[src/rtl/writeback_pipe_if.sv]
// Writeback stage bus: result sources and destination from execute/memory,
// read ports toward decode, and status (psr, pending flag, retired count).
interface writeback_pipe_if #(
  parameter int DATA_W = 16,
  parameter int ADDR_W = 3,
  parameter int CNT_W  = 8
);
  logic              enable_writeback;
  logic [1:0]        W_Control;
  logic [DATA_W-1:0] aluout;
  logic [DATA_W-1:0] memout;
  logic [DATA_W-1:0] pcout;
  logic [DATA_W-1:0] npc;
  logic [ADDR_W-1:0] dr;
  logic [ADDR_W-1:0] sr1;
  logic [ADDR_W-1:0] sr2;
  logic [DATA_W-1:0] d1;
  logic [DATA_W-1:0] d2;
  logic [2:0]        psr;
  logic              pend_valid;
  logic [CNT_W-1:0]  wb_count;

  // Upstream pipeline / decode side
  modport master (
    output enable_writeback, W_Control, aluout, memout, pcout, npc, dr, sr1, sr2,
    input  d1, d2, psr, pend_valid, wb_count
  );

  // Writeback stage itself
  modport slave (
    input  enable_writeback, W_Control, aluout, memout, pcout, npc, dr, sr1, sr2,
    output d1, d2, psr, pend_valid, wb_count
  );
endinterface

[src/rtl/writeback_pipe.sv]
// LC3 writeback stage: selects one of four results, holds it one cycle in a
// pending register, then commits it to the register file and updates NZP.
// Read ports bypass the pending entry so decode always sees the newest value.
module writeback_pipe #(
  parameter int DATA_W         = 16,
  parameter int ADDR_W         = 3,
  parameter int CNT_W          = 8,
  parameter bit CLEAR_ON_RESET = 1'b1
) (
  input logic clock,
  input logic reset,
  writeback_pipe_if.slave wb
);
  localparam int NREG = 2 ** ADDR_W;

  // One-hot {N,Z,P} classification of a committed value
  function automatic logic [2:0] nzp(input logic signed [DATA_W-1:0] x);
    if (x < 0)       return 3'b100;
    else if (x == 0) return 3'b010;
    else             return 3'b001;
  endfunction

  // Retired-write counter increment; wraps silently
  function automatic logic [CNT_W-1:0] cnt_inc(input logic [CNT_W-1:0] c);
    return c + CNT_W'(1);
  endfunction

  logic signed [DATA_W-1:0] dr_in;
  logic signed [DATA_W-1:0] pend_data_p0;
  logic        [ADDR_W-1:0] pend_dr_p0;
  logic                     vld_p0;
  logic signed [DATA_W-1:0] rf [NREG];
  logic        [2:0]        psr_q;
  logic        [CNT_W-1:0]  cnt_q;

  // Result source mux; every select code maps to a source
  always_comb begin
    dr_in = wb.aluout;
    case (wb.W_Control)
      2'd0:    dr_in = wb.aluout;
      2'd1:    dr_in = wb.memout;
      2'd2:    dr_in = wb.pcout;
      default: dr_in = wb.npc;
    endcase
  end

  // ---- Stage p0: pending register (accept) ----
  // Pending-valid follows enable; reset drops any held write
  always_ff @(posedge clock) begin
    if (!reset) vld_p0 <= 1'b0;
    else        vld_p0 <= wb.enable_writeback;
  end

  // Pending data/destination; don't-care while vld_p0 is low
  always_ff @(posedge clock) begin
    if (wb.enable_writeback) begin
      pend_data_p0 <= dr_in;
      pend_dr_p0   <= wb.dr;
    end
  end

  // ---- Stage commit: register file, condition codes, retired count ----
  // Register file write; reset optionally clears every entry
  always_ff @(posedge clock) begin
    if (!reset) begin
      if (CLEAR_ON_RESET) begin
        for (int i = 0; i < NREG; i++) rf[i] <= '0;
      end
    end else if (vld_p0) begin
      rf[pend_dr_p0] <= pend_data_p0;
    end
  end

  // Condition codes and retired-write counter advance on each commit
  always_ff @(posedge clock) begin
    if (!reset) begin
      psr_q <= 3'b010;
      cnt_q <= '0;
    end else if (vld_p0) begin
      psr_q <= nzp(pend_data_p0);
      cnt_q <= cnt_inc(cnt_q);
    end
  end

  // Bypassed read ports: a matching pending write overrides the RF
  always_comb begin
    wb.d1 = (vld_p0 && wb.sr1 == pend_dr_p0) ? pend_data_p0 : rf[wb.sr1];
    wb.d2 = (vld_p0 && wb.sr2 == pend_dr_p0) ? pend_data_p0 : rf[wb.sr2];
  end

  assign wb.psr        = psr_q;
  assign wb.pend_valid = vld_p0;
  assign wb.wb_count   = cnt_q;
endmodule

[src/flat_wrapper.sv]
// flat-port wrapper written by rule: the top's interface ports become plain ports
module writeback_pipe_flat 
#(
  parameter int DATA_W         = 16,
  parameter int ADDR_W         = 3,
  parameter int CNT_W          = 8,
  parameter bit CLEAR_ON_RESET = 1'b1
)
  (clock, reset, wb_enable_writeback, wb_W_Control, wb_aluout, wb_memout, wb_pcout, wb_npc, wb_dr, wb_sr1, wb_sr2, wb_d1, wb_d2, wb_psr, wb_pend_valid, wb_wb_count);
  writeback_pipe_if #(.DATA_W(DATA_W), .ADDR_W(ADDR_W), .CNT_W(CNT_W)) wb_i ();
  input logic clock;
  input logic reset;
  input wire logic [$bits(wb_i.enable_writeback)-1:0] wb_enable_writeback;
  input wire logic [$bits(wb_i.W_Control)-1:0] wb_W_Control;
  input wire logic [$bits(wb_i.aluout)-1:0] wb_aluout;
  input wire logic [$bits(wb_i.memout)-1:0] wb_memout;
  input wire logic [$bits(wb_i.pcout)-1:0] wb_pcout;
  input wire logic [$bits(wb_i.npc)-1:0] wb_npc;
  input wire logic [$bits(wb_i.dr)-1:0] wb_dr;
  input wire logic [$bits(wb_i.sr1)-1:0] wb_sr1;
  input wire logic [$bits(wb_i.sr2)-1:0] wb_sr2;
  output wire logic [$bits(wb_i.d1)-1:0] wb_d1;
  output wire logic [$bits(wb_i.d2)-1:0] wb_d2;
  output wire logic [$bits(wb_i.psr)-1:0] wb_psr;
  output wire logic [$bits(wb_i.pend_valid)-1:0] wb_pend_valid;
  output wire logic [$bits(wb_i.wb_count)-1:0] wb_wb_count;
  assign wb_i.enable_writeback = wb_enable_writeback;
  assign wb_i.W_Control = wb_W_Control;
  assign wb_i.aluout = wb_aluout;
  assign wb_i.memout = wb_memout;
  assign wb_i.pcout = wb_pcout;
  assign wb_i.npc = wb_npc;
  assign wb_i.dr = wb_dr;
  assign wb_i.sr1 = wb_sr1;
  assign wb_i.sr2 = wb_sr2;
  assign wb_d1 = wb_i.d1;
  assign wb_d2 = wb_i.d2;
  assign wb_psr = wb_i.psr;
  assign wb_pend_valid = wb_i.pend_valid;
  assign wb_wb_count = wb_i.wb_count;
  writeback_pipe #(.DATA_W(DATA_W), .ADDR_W(ADDR_W), .CNT_W(CNT_W), .CLEAR_ON_RESET(CLEAR_ON_RESET)) u_core (.clock(clock), .reset(reset), .wb(wb_i));
endmodule
[config.mk]
export PLATFORM = sky130hd
export DESIGN_NAME = writeback_pipe_flat
export DESIGN_NICKNAME = d
export VERILOG_FILES = /design/src/rtl/writeback_pipe_if.sv /design/src/rtl/writeback_pipe.sv /design/src/flat_wrapper.sv
export SDC_FILE = /design/constraint.sdc
export NUM_CORES = 1
export LEC_CHECK = 0
export CORE_ASPECT_RATIO = 0.8
export CORE_MARGIN = 4
export CORE_UTILIZATION = 55
export CTS_CLUSTER_SIZE = 14
export DETAILED_ROUTE_END_ITERATION = 8
export PLACE_DENSITY = 0.88
export SYNTH_ARGS = -nofsm -noshare
export SYNTH_HDL_FRONTEND = slang
export SYNTH_SLANG_ARGS = --single-unit
[constraint.sdc]
create_clock -name clock -period 7.4 [get_ports clock]
set_input_delay 2.22 -clock clock [delete_from_list [all_inputs] [get_ports clock]]
set_output_delay 2.22 -clock clock [all_outputs]
set_load 0.01 [all_outputs]
==> flow_summary.yaml <==
worst_setup_path:
  worstPathArrival_ps: 4450
  slowest_delay_ps: 590
  crit_path_top_delay_cell: "clkdlybuf4s50_1"
  crit_type: "input port to output pin"
  crit_path_max_fanout: 32
  critPathLaunchType: "input port"
  r2r-start: "u_core.wb.pend_valid"
  crit_end: "wb_d1[13]"
  crit_chain: "clkdlybuf4s50_1 -> buf_4 -> mux4_2 -> mux2i_1 -> a21oi_1 -> clkdlybuf4s50_1"
  r2r-end: "u_core.rf[3][1]"
  reg2reg_slack_ps: 4100
  crit_top_cell: "clkdlybuf4s50_1"
  crit_required_ps: 5180
  critPathCaptureType: "output pin"
  critPathLaunch: "wb_sr1[1]"
  rr_worst_depth: 3
route:
  wl_per_cell_um: 24.43
  drtIter0Drc: 610
  ant_nets: 0
  first_pass_iters: 5
  wl_um: 22210
  drc_errors: 0
  via_count: 5786
  vias_per_cell: 6.365
sta:
  finalCritPeriodShare: 0.9011
  finalCriticalPeriod_ps: 6668
  fin_skew_ps: 6.165
  setup_viol: 0
  final-max-slew-violation-count: 0
  rsz0062_at_grt: "no"
  fin_ws_ps: 731.6
  fmax_mhz: 150.0
  setup-tns-final_ps: 0
  timing_worst_slew_pin_value_ps: 1390
  relSlewSlack: 0.07017
  hold_viol_final: 0
yosys:
  synthCells: 590
  ys_seq_area_frac: 0.5245
  syn_nets: 669
  synth_area_leaders: "edfxtp_1, mux4_1, and2_1, mux4_2, mux2i_1"
  ys_ff_latch: 159
  ys_warn_count: 0
  synth.avg_cell_area_um2: 15.04
  yosys.area.top_type: "edfxtp_1"
  async_flop_share: 0
  synth_top_area_share: 0.4975
  ys_types: 32
  synth-edff-count: 147
  netlist_area_mm2: 0.008874
  synth_flop_cell: "edfxtp_1"
floorplan:
  core_mm2: 0.01580
  dieArea_mm2: 0.01824
  die_w_um: 150.0
  start_util: 0.5616
  ios: 122
  num_rows: 41
  die_y_um: 121.6
place:
  dpl_worst_slack_ps: 770.0
  gp_congestion: 0.8539
  hpwl_um: 14560
  numPortBuffers: 121
power:
  seqPwrFrac: 0.467
  power.density_mw_per_mm2: 212.9
  p_sw_mw: 0.5323
  p_clk_frac: 0.409
  p_comb_frac: 0.123
  p_int_mw: 1.770
  p_leak_nw: 4.176
  vdd_drop_max_uv: 201.1
  power.share.switching: 0.2312
layout:
  drive_gt1_frac: 0.1210
  final_cell_mix: "edfxtp_1, and2_1, clkdlybuf4s50_1"
  multi_input_area_mm2: 0.003909
  seqCellArea_mm2: 0.004654
  fin_nets: 760
  antenna_cells: 0
  layout_commonest_cell: "edfxtp_1"
  fill_cells: 1053
  syn_to_final_growth_pct: 21.88
hold_path:
  hold_path_class: "flop to flop"
clock_tree:
  cts_buffers: 17
  cts_tree: "built"
  clk_pin_slew_ps: 60
  worstSkewPairLatency_ps: 430
  cts.repair.resized: 0
  cts_buffer_depth: 2
  post_cts_buffers: 0
  cts_num_sinks: 159
  htree_levels: 4
  root_buffer: "clkbuf_16"
  ctsHoldBuffers: 0
grt:
  first_global_vias: 6045
  antenna_found_initial: 0
  grt_usage: 0.2537
  grt_overflow: 0
  grt_max_degree: 33
  grt_pass1_wl_um: 33840
run:
  max-cap-violations: 0
outcome:
  status: "completed"
[sequential cells by signal, indices dropped and copies added (netlist names)]
register              flops
u_core.pend_dr_p0         3
u_core.rf               128
u_core.wb.wb_count        8
u_core.wb.psr             3
u_core.pend_data_p0      16
u_core.wb.pend_valid      1
[worst max-delay path, delay by kind of cell]
family,cells,cell delay (ps)
AO/OA/AOI/OAI,1,270
buffers and inverters,3,1560
multiplexers,2,390
[logic make-up (layout without fill, tap and decap cells)]
| logic type | count (synthesis) | count (layout) | share of synthesized area |
|---|---|---|---|
| AND/OR/NAND/NOR | 206 | 206 | 0.1389 |
| AO/OA/AOI/OAI | 37 | 37 | 0.02115 |
| flip-flops | 159 | 159 | 0.5245 |
| buffers and inverters | 59 | 163 | 0.03666 |
| adder cells (fa/ha/maj) | 1 | 1 | 0.001410 |
| multiplexers | 115 | 115 | 0.2645 |
| XOR/XNOR | 13 | 13 | 0.01283 |
[cells in the mapped netlist, types with 3 or more instances]
master and n:
and2_1 136, nor2_1 34, a21oi_1 32, clkbuf_1 27, xnor2_1 12, nor4_1 4
buf_4 3, mux4_1 52, nor2b_1 3, edfxtp_1 147, buf_2 19, mux2i_1 35
buf_6 9, mux4_2 28, nand3_1 4, o21ai_0 4, nor3_2 4, nand2b_1 4
nand2_1 4, dfxtp_1 12, nand4_1 4
[cell type report]
class,instances,area share
sequential,159,0.4304
multi-input combinational,372,0.3614
timing repair buffer,131,0.1226
clock buffer,24,0.05356
tap,215,0.02487
clock inverter,8,0.007173
[worst min path at each step]
| stage | slack (ps) | end | startpoint | depth (start not counted) |
|---|---|---|---|---|
| floorplan | 510 | u_core.wb.psr[1] | u_core.wb.psr[1] | 2 |
| global placement | 490 | u_core.wb.psr[1] | u_core.wb.psr[1] | 2 |
| detailed placement | 500 | u_core.wb.psr[1] | u_core.wb.psr[1] | 2 |
| CTS | 530 | u_core.wb.psr[1] | u_core.wb.psr[1] | 2 |
| global route | 570 | u_core.wb.psr[1] | u_core.wb.psr[1] | 2 |
| finish | 520 | u_core.wb.psr[1] | u_core.wb.psr[1] | 2 |
[metrics by stage]
stage	hold slack, ps	area (µm²)	utilization	total power, mW	std cells
floorplan	512.5	8874	-	1.228	590
global route	574.9	10820	0.6845	2.370	909
CTS	529.1	10820	0.6845	2.301	909
global placement	494.6	10160	0.6429	1.362	877
finish	523.1	10820	0.6845	2.302	909
detailed placement	503.5	10160	0.6429	1.374	877
[power by group through the flow]
stage	combinational, mW	clock (mW)	sequential [mW]
3_3_place_gp	0.277	0	1.08
4_1_cts	0.283	0.944	1.07
6_report	0.283	0.943	1.08
5_1_grt	0.298	0.992	1.08
2_1_floorplan	0.174	0	1.05
3_5_place_dp	0.282	0	1.09
[per-layer routing]
layer	global-route usage	vias to the layer above	share of wire
li1	-	2461	-
met1	0.3221	2876	0.36
met2	0.4287	393	0.50
met3	0.05578	56	0.11
met4	0.1023	0	0.031
met5	0	-	0
Power figures use the tool's default switching activity.
